## config.mk

```make
export PLATFORM = sky130hd
export DESIGN_NAME = mul_div_unit
export DESIGN_NICKNAME = d
export VERILOG_FILES = /design/src/rtl/mul_div_unit.sv
export SDC_FILE = /design/constraint.sdc
export NUM_CORES = 1
export LEC_CHECK = 0
export ABC_CLOCK_PERIOD_IN_PS = 6360
export CAP_MARGIN = 5
export CORE_MARGIN = 2
export CORE_UTILIZATION = 53
export CTS_CLUSTER_SIZE = 14
export DETAILED_ROUTE_END_ITERATION = 8
export GPL_ROUTABILITY_DRIVEN = 0
export PLACE_DENSITY = 0.77
export SYNTH_ARGS = -nofsm -noshare
export SYNTH_HDL_FRONTEND = slang
export SYNTH_SLANG_ARGS = --single-unit
```

## constraint.sdc

```tcl
create_clock -name CLK -period 6.36 [get_ports CLK]
set_input_delay 1.272 -clock CLK [delete_from_list [all_inputs] [get_ports CLK]]
set_output_delay 1.272 -clock CLK [all_outputs]
set_load 0.01 [all_outputs]
```

## src/rtl/mul_div_unit.sv

```systemverilog
// Iterative multiply/divide unit with private HI/LO registers.
// MULT/MULTU use shift-add on a 2W-bit accumulator, and DIV/DIVU use restoring
// division. Both work on operand magnitudes and apply sign correction at FIX.
// MTHI/MTLO writes are accepted only while idle.
module mul_div_unit #(
    parameter int WIDTH = 32
) (
    input  logic             CLK,
    input  logic             Reset,
    input  logic             Start,
    input  logic [1:0]       Op,
    input  logic [WIDTH-1:0] A,
    input  logic [WIDTH-1:0] B,
    input  logic             HiWre,
    input  logic             LoWre,
    input  logic [WIDTH-1:0] WriteHiLo,
    output logic             Busy,
    output logic             Done,
    output logic             DivZero,
    output logic [WIDTH-1:0] Hi,
    output logic [WIDTH-1:0] Lo
);

    localparam int            CW   = (WIDTH > 1) ? $clog2(WIDTH) : 1;
    localparam logic [CW-1:0] LAST = CW'(WIDTH - 1);

    typedef enum logic [1:0] {
        S_IDLE = 2'd0,
        S_BUSY = 2'd1,
        S_FIX  = 2'd2
    } state_t;

    // Two's-complement negate when neg is set (W-bit result path)
    function automatic logic [WIDTH-1:0] cond_neg_w(input logic [WIDTH-1:0] v, input logic neg);
        return neg ? (~v + 1'b1) : v;
    endfunction

    // Two's-complement negate when neg is set (2W-bit product path)
    function automatic logic [2*WIDTH-1:0] cond_neg_2w(input logic [2*WIDTH-1:0] v, input logic neg);
        return neg ? (~v + 1'b1) : v;
    endfunction

    state_t               state_q, state_d;
    logic [CW-1:0]        count_q, count_d;
    logic                 is_div_q, is_div_d;
    logic                 neg_lo_q, neg_lo_d;   // product sign / quotient sign
    logic                 neg_hi_q, neg_hi_d;   // remainder sign (dividend sign)
    logic                 div0_q, div0_d;
    logic [WIDTH-1:0]     mcand_q, mcand_d;     // multiplicand or divisor magnitude
    logic [2*WIDTH-1:0]   acc_q, acc_d;         // mul: product/multiplier; div: low half dividend->quotient
    logic [WIDTH:0]       rem_q, rem_d;         // partial remainder for division
    logic [WIDTH-1:0]     hi_q, hi_d;
    logic [WIDTH-1:0]     lo_q, lo_d;
    logic                 done_q, done_d;
    logic                 divzero_q, divzero_d;

    logic                 signed_op;
    logic [WIDTH-1:0]     a_mag, b_mag;
    logic [WIDTH:0]       mul_sum;
    logic [WIDTH:0]       div_shift, div_trial;
    logic [2*WIDTH-1:0]   prod_fix;
    logic [WIDTH-1:0]     quo_fix, rem_fix;

    // Magnitudes of the incoming operands (signed ops only)
    assign signed_op = ~Op[0];
    assign a_mag     = cond_neg_w(A, signed_op & A[WIDTH-1]);
    assign b_mag     = cond_neg_w(B, signed_op & B[WIDTH-1]);

    // One shift-add step: add the multiplicand to the upper half when the low bit is set
    assign mul_sum   = {1'b0, acc_q[2*WIDTH-1:WIDTH]} + (acc_q[0] ? {1'b0, mcand_q} : '0);

    // One restoring step: bring in the next dividend bit and try subtracting the divisor
    assign div_shift = {rem_q[WIDTH-1:0], acc_q[WIDTH-1]};
    assign div_trial = div_shift - {1'b0, mcand_q};

    // Sign-corrected results; correcting the remainder of a divide-by-zero
    // with the dividend sign gives back the raw dividend
    assign prod_fix  = cond_neg_2w(acc_q, neg_lo_q);
    assign quo_fix   = cond_neg_w(acc_q[WIDTH-1:0], neg_lo_q);
    assign rem_fix   = cond_neg_w(rem_q[WIDTH-1:0], neg_hi_q);

    assign Busy    = (state_q != S_IDLE);
    assign Done    = done_q;
    assign DivZero = divzero_q;
    assign Hi      = hi_q;
    assign Lo      = lo_q;

    // Next-state logic: FSM sequencing, operand latch, iteration and result write-back
    always_comb begin
        state_d   = state_q;
        count_d   = count_q;
        is_div_d  = is_div_q;
        neg_lo_d  = neg_lo_q;
        neg_hi_d  = neg_hi_q;
        div0_d    = div0_q;
        mcand_d   = mcand_q;
        acc_d     = acc_q;
        rem_d     = rem_q;
        hi_d      = hi_q;
        lo_d      = lo_q;
        done_d    = 1'b0;
        divzero_d = 1'b0;

        case (state_q)
            S_IDLE: begin
                if (HiWre) hi_d = WriteHiLo;
                if (LoWre) lo_d = WriteHiLo;
                if (Start) begin
                    state_d  = S_BUSY;
                    count_d  = '0;
                    is_div_d = Op[1];
                    neg_lo_d = signed_op & (A[WIDTH-1] ^ B[WIDTH-1]);
                    neg_hi_d = signed_op & Op[1] & A[WIDTH-1];
                    div0_d   = Op[1] & (B == '0);
                    mcand_d  = Op[1] ? b_mag : a_mag;
                    acc_d    = {{WIDTH{1'b0}}, (Op[1] ? a_mag : b_mag)};
                    rem_d    = '0;
                end
            end
            S_BUSY: begin
                if (is_div_q) begin
                    if (!div_trial[WIDTH]) begin
                        rem_d              = div_trial;
                        acc_d[WIDTH-1:0]   = {acc_q[WIDTH-2:0], 1'b1};
                    end else begin
                        rem_d              = div_shift;
                        acc_d[WIDTH-1:0]   = {acc_q[WIDTH-2:0], 1'b0};
                    end
                end else begin
                    acc_d = {mul_sum, acc_q[WIDTH-1:1]};
                end
                count_d = count_q + 1'b1;
                if (count_q == LAST) state_d = S_FIX;
            end
            S_FIX: begin
                state_d   = S_IDLE;
                done_d    = 1'b1;
                divzero_d = div0_q;
                if (is_div_q) begin
                    hi_d = rem_fix;
                    lo_d = div0_q ? {WIDTH{1'b1}} : quo_fix;
                end else begin
                    hi_d = prod_fix[2*WIDTH-1:WIDTH];
                    lo_d = prod_fix[WIDTH-1:0];
                end
            end
            default: begin
                state_d = S_IDLE;
            end
        endcase
    end

    // State register; asynchronous reset clears everything, including HI/LO
    always_ff @(posedge CLK or posedge Reset) begin
        if (Reset) begin
            state_q   <= S_IDLE;
            count_q   <= '0;
            is_div_q  <= 1'b0;
            neg_lo_q  <= 1'b0;
            neg_hi_q  <= 1'b0;
            div0_q    <= 1'b0;
            mcand_q   <= '0;
            acc_q     <= '0;
            rem_q     <= '0;
            hi_q      <= '0;
            lo_q      <= '0;
            done_q    <= 1'b0;
            divzero_q <= 1'b0;
        end else begin
            state_q   <= state_d;
            count_q   <= count_d;
            is_div_q  <= is_div_d;
            neg_lo_q  <= neg_lo_d;
            neg_hi_q  <= neg_hi_d;
            div0_q    <= div0_d;
            mcand_q   <= mcand_d;
            acc_q     <= acc_d;
            rem_q     <= rem_d;
            hi_q      <= hi_d;
            lo_q      <= lo_d;
            done_q    <= done_d;
            divzero_q <= divzero_d;
        end
    end

endmodule

```

# Yosys cells after proc, flatten, opt, wreduce, memory -nomap -nowiden
# Cells that the tools add are included.
dict set report totals {
  regBits 205
  input_bits 103
  out_inout_bits 67
  wordCells 87
}
dict set report op_classes {
  addsub 8
  n_eq_ne 9
  n_mux 31
  n_bitwise 13
  n_reduce_logical 12
}
# op n
set op_table {}
lappend op_table {{$mux 32} 17}
lappend op_table {{$pmux 32 s2} 3}
lappend op_table {{$add 32x1->32 const B} 4}
lappend op_table {{$mux 64} 2}
lappend op_table {{$not 32->32} 4}
lappend op_table {{$pmux 64 s2} 1}
lappend op_table {{$add 64x1->64 const B} 1}
lappend op_table {{$not 64->64} 1}
lappend op_table {{$add 32x32->33} 1}
lappend op_table {{$sub 33x32->33} 1}
lappend op_table {{$logic_not 32->1} 1}
lappend op_table {{$ne 2x2->1 const B} 6}
lappend op_table {{$pmux 5 s2} 1}
lappend op_table {{$reduce_and 2->1} 5}
lappend op_table {{$and 1x1->1} 6}
lappend op_table {{$reduce_and 3->1} 2}
lappend op_table {{$reduce_bool 2->1} 3}
lappend op_table {{$add 5x1->5 const B} 1}
lappend op_table {{$eq 5x5->1 const B} 1}
lappend op_table {{$mux 5} 1}
lappend op_table {{$mux 2} 2}
lappend op_table {{$pmux 2 s2} 1}
lappend op_table {{$mux 1} 3}
lappend op_table {{$eq 2x1->1 const B} 1}
lappend op_table {{4 further kinds} 4}

# Depth between registers and ports, before layout
dict set report logic_depth {
  ltp_word 6
  mapped_depth 14
  mapped_depth_nobuf 13
}

# Least setup slack after synthesis
# Ideal clock, no wire load.
dict set report synth_path {
  kind {register to register}
  startpoint {register acc_q[31]}
  endpoint {register rem_q[11]}
  setup_ns 0.133
  arrival_time_ns 3.480
  required_ns 6.227
  setup_slack_ns 2.747
  stages_incl_launch_ff 15
  n_path_buf 2
  synth_period_minus_slack_ns 3.613
  cell_sequence {dfrtp_1 > inv_1 > ha_1 > fa_1 > nor2b_1 > o211ai_1 > a211oi_1 > o21ai_0 > a21o_1 > o311a_1 > nor3_1 > clkbuf_1 > buf_2 > mux2i_1 > o21ai_0}
}
dict set report synth_between {
  elab_chain_cells 4
}
# item line
set synth_lines {}
lappend synth_lines {{start: declaration} 50} ;# logic [2*WIDTH-1:0] acc_q, acc_d;
lappend synth_lines {{start signal: assignment} 163} ;# acc_q <= '0;
lappend synth_lines {{start signal: assignment} 177} ;# acc_q <= acc_d;
lappend synth_lines {{$sub 33x32->33} 74} ;# assign div_trial = div_shift - {1'b0, mcand_q};
lappend synth_lines {{$mux 32} 122} ;# if (!div_trial[WIDTH]) begin
lappend synth_lines {{$mux 32} 121} ;# if (is_div_q) begin
lappend synth_lines {{$pmux 32 s2} 104} ;# case (state_q)
lappend synth_lines {{end signal: assignment} 178} ;# rem_q <= rem_d;
lappend synth_lines {{end: declaration} 51} ;# logic [WIDTH:0] rem_q, rem_d;
# No other way between the ends. The select of a mux whose other input is x is not followed.
# A chain may end at the register's enable or synchronous reset.

# Final worst setup path
dict set report layout_path {
  startpoint {register acc_q[0]}
  endpoint {register acc_q[62]}
}
dict set report layout_between {
  elab_chain_cells 4
}
# item line
set layout_lines {}
lappend layout_lines {{$mux 32} 70} ;# assign mul_sum = {1'b0, acc_q[2*WIDTH-1:WIDTH]} + (acc_q[0] ? {1'b0, mcand_q} : '0);
lappend layout_lines {{$add 32x32->33} 70}
lappend layout_lines {{$mux 32} 121}
lappend layout_lines {{$pmux 64 s2} 104}
# No other way between the ends. The select of a mux whose other input is x is not followed.

==> flow_summary.json <==
{
  "status": "finished clean",
  "die_y_um": 179,
  "skew_ns": 0.0149,
  "drive_gt1_share_pct": 4.25,
  "syn_inst": 2006,
  "relSlewSlack_pct": 23.1,
  "rows": 64,
  "nets": 2275,
  "wirelength_mm": 53.4,
  "pin_count": 170,
  "ys_seq_elements": 205,
  "asyncSetResetFlopFracSynth_pct": 100,
  "tns_ns": 0,
  "drc_errors": 0,
  "max_cap_violations": 0,
  "antenna_found_initial": 0,
  "layout_common_cells": "o21ai_0 (232), nand2_1 (231), dfrtp_1 (203)",
  "die_area_um2": 32000,
  "grt_start_max_net_pins": 144,
  "peakVddDrop_mv": 0.275,
  "grt_pass1_vias": 14670,
  "synth-warning-count": 0,
  "dr.pass1.iters": 5,
  "clk_pin_slew_worst_paths_ns": 0.06,
  "cp-end-kind": "flop",
  "mostFrequentLayoutCell": "o21ai_0",
  "clock_sink_count": 205,
  "stdcell_count": 2514,
  "cts_setup_buffers": 0,
  "synth_edf_count": 0,
  "arrival_ns": 4.68,
  "drt_iter0_drc": 1825,
  "htree_levels": 1,
  "syn_area_um2": 16200,
  "die_w_um": 179,
  "hold_viol_final": 0,
  "synth_ff_type": "dfrtp_1",
  "root_buffer": "clkbuf_16",
  "path_max_fanout": 31,
  "required_ns": 6.73,
  "clk_latency_ns": 0.54,
  "synth_nets": 2181,
  "dp.cells": 2470,
  "io_buffer_count": 169,
  "routedWlPerCell_um": 21.2,
  "cts_tree": "yes",
  "syn_area_per_cell_um2": 8.09,
  "fmax_mhz": 232,
  "place_hpwl_mm": 41.0,
  "cts.hold.buffers_added": 0,
  "drv_slew": 0,
  "finalCritPeriodShare_pct": 67.7,
  "coreArea_um2": 30300,
  "ys_seq_area_share_pct": 31.6,
  "ant_nets": 0,
  "start_util_pct": 53.5,
  "worstSetupPathType": "reg2reg",
  "synth_cell_type_count": 69,
  "antenna_cells": 0,
  "hold_class": "reg2reg",
  "min_period_ns": 4.31,
  "routed_via_density": 6.46,
  "fill_cells": 2575,
  "cts_made_buffers": 24,
  "dr_total_vias": 16244,
  "p_leak_uw": 0.00774,
  "finalSetupViolCount": 0,
  "p_per_area_nw_per_um2": 540,
  "post_cts_resized": 0,
  "worst_pin_slew_ns": 1.15,
  "startpoint_type": "flop",
  "cts_max_path_buffers": 3,
  "syn2layout_area_growth_pct": 16.9,
  "grt_overflow": 0,
  "rsz0062_at_grt": "false",
  "grt_pass1_wl_mm": 83.1,
  "grtUsageTotal_pct": 33.3
}
## metrics by stage
stage / worst slack [ns] / total power [µW] / cell area, µm² / hold slack, ns / util, %
CTS: 2.09 / 10100 / 19000 / 0.483 / 62.5
global route: 1.68 / 10900 / 19000 / 0.503 / 62.5
detailed placement: 1.82 / 8620 / 18100 / 0.470 / 59.8
floorplan: 2.43 / 6680 / 16200 / 0.449 / -
global placement: 1.93 / 8420 / 18100 / 0.461 / 59.8
finish: 2.05 / 10200 / 19000 / 0.476 / 62.5
## sequential cells by signal, indices dropped and copies added (netlist names), 2 cells and up
signal,count
count_q,5
Lo,32
acc_q,64
mcand_q,32
state_q,2
rem_q,32
Hi,32
## critical path: stages (launching register included)
cell and delay (ns):
dfrtp_1 0.45, inv_1 0.72, nor2_1 0.10, ha_1 0.39, a2111oi_0 0.42, o21ai_0 0.23, a32o_1 0.34, a221oi_1 0.39
a21oi_1 0.25, a2111o_1 0.42, a31oi_1 0.20, xor2_1 0.15, o21ai_0 0.08
## layer usage
layer	up-vias	track usage, %	routed length [µm]
li1	7500	-	-
met1	7727	48.2	22400
met2	914	51.8	23900
met3	103	3.71	5220
met4	0	11.5	1950
met5	-	0	0
## power by group
group	leakage, µW	total [µW]	internal, µW	switching, µW
Sequential	0.00250	2770	1910	856
Clock	0.000395	1440	865	577
Combinational	0.00484	6040	2560	3470
Total	0.00774	10200	5340	4900
## Yosys cell counts (6+ instances only)
cell type  count  area share, %
nand2b_1      27            1.0
nor3_1        22           0.68
o41ai_1       14           0.76
a32o_1         6           0.37
dfrtp_1      205             32
a22o_1         9           0.49
nor2_1       130            3.0
or3_1         43            1.7
a221oi_1      12           0.65
nand2_1      232            5.4
a31oi_1       24           0.93
nand3_1       29           0.89
clkbuf_1     102            2.4
buf_2          6           0.19
xor2_1        74            4.0
a21oi_1      139            4.3
inv_1         72            1.7
o221ai_1      15           0.81
a21o_1        22            1.0
nor2b_1       13           0.50
mux2i_1       59            3.6
o211ai_1      38            1.8
o31ai_1       43            2.0
xnor2_1      123            6.6
and3_1        12           0.46
a211oi_1      28            1.3
or2_2          8           0.31
buf_1         15           0.35
o21a_1         9           0.42
a22oi_1       11           0.51
o21bai_1       8           0.37
o22ai_1       40            1.5
ha_1          70            5.4
and2_1        14           0.54
o21ai_0      232            7.2
nor4_1        14           0.54
or4_1         23            1.1
## cells by family after synthesis
| family | after synthesis | share of synthesized area, % |
|---|---|---|
| AOI/OAI and AO/OA | 679 | 25.9 |
| DFF | 205 | 31.6 |
| muxes | 61 | 3.78 |
| and+or+nand+nor | 597 | 17.8 |
| xor gates and xnor gates | 197 | 10.6 |
| adders and majority gates | 72 | 5.65 |
| buffers and inverters | 195 | 4.56 |
## worst paths after layout
| kind | start | to | slack, ns | depth (start not counted) |
|---|---|---|---|---|
| max | acc_q[0] | acc_q[62] | 2.05 | 12 |
| min | Lo[25] | Lo[25] | 0.48 | 2 |
| max reg2reg | acc_q[0] | acc_q[62] | 2.05 | 12 |
| min reg2reg | Lo[25] | Lo[25] | 0.48 | 2 |
| max in group asynchronous | Reset | neg_lo_q | 4.37 | 3 |
| min in group asynchronous | Reset | Lo[30] | 1.27 | 3 |
## area by class of cell
type                            instances  area (µm²)  area share (%)
Clock inverter                         12         156           0.824
Clock buffer                           32         671            3.54
Tap cell                              396         495            2.61
Inverter                               72         274            1.44
Timing Repair Buffer                  191        1860            9.83
Sequential cell                       205        5130            27.1
Multi-Input combinational cell       1606       10400            54.7
(Power assumes the default switching activity.)
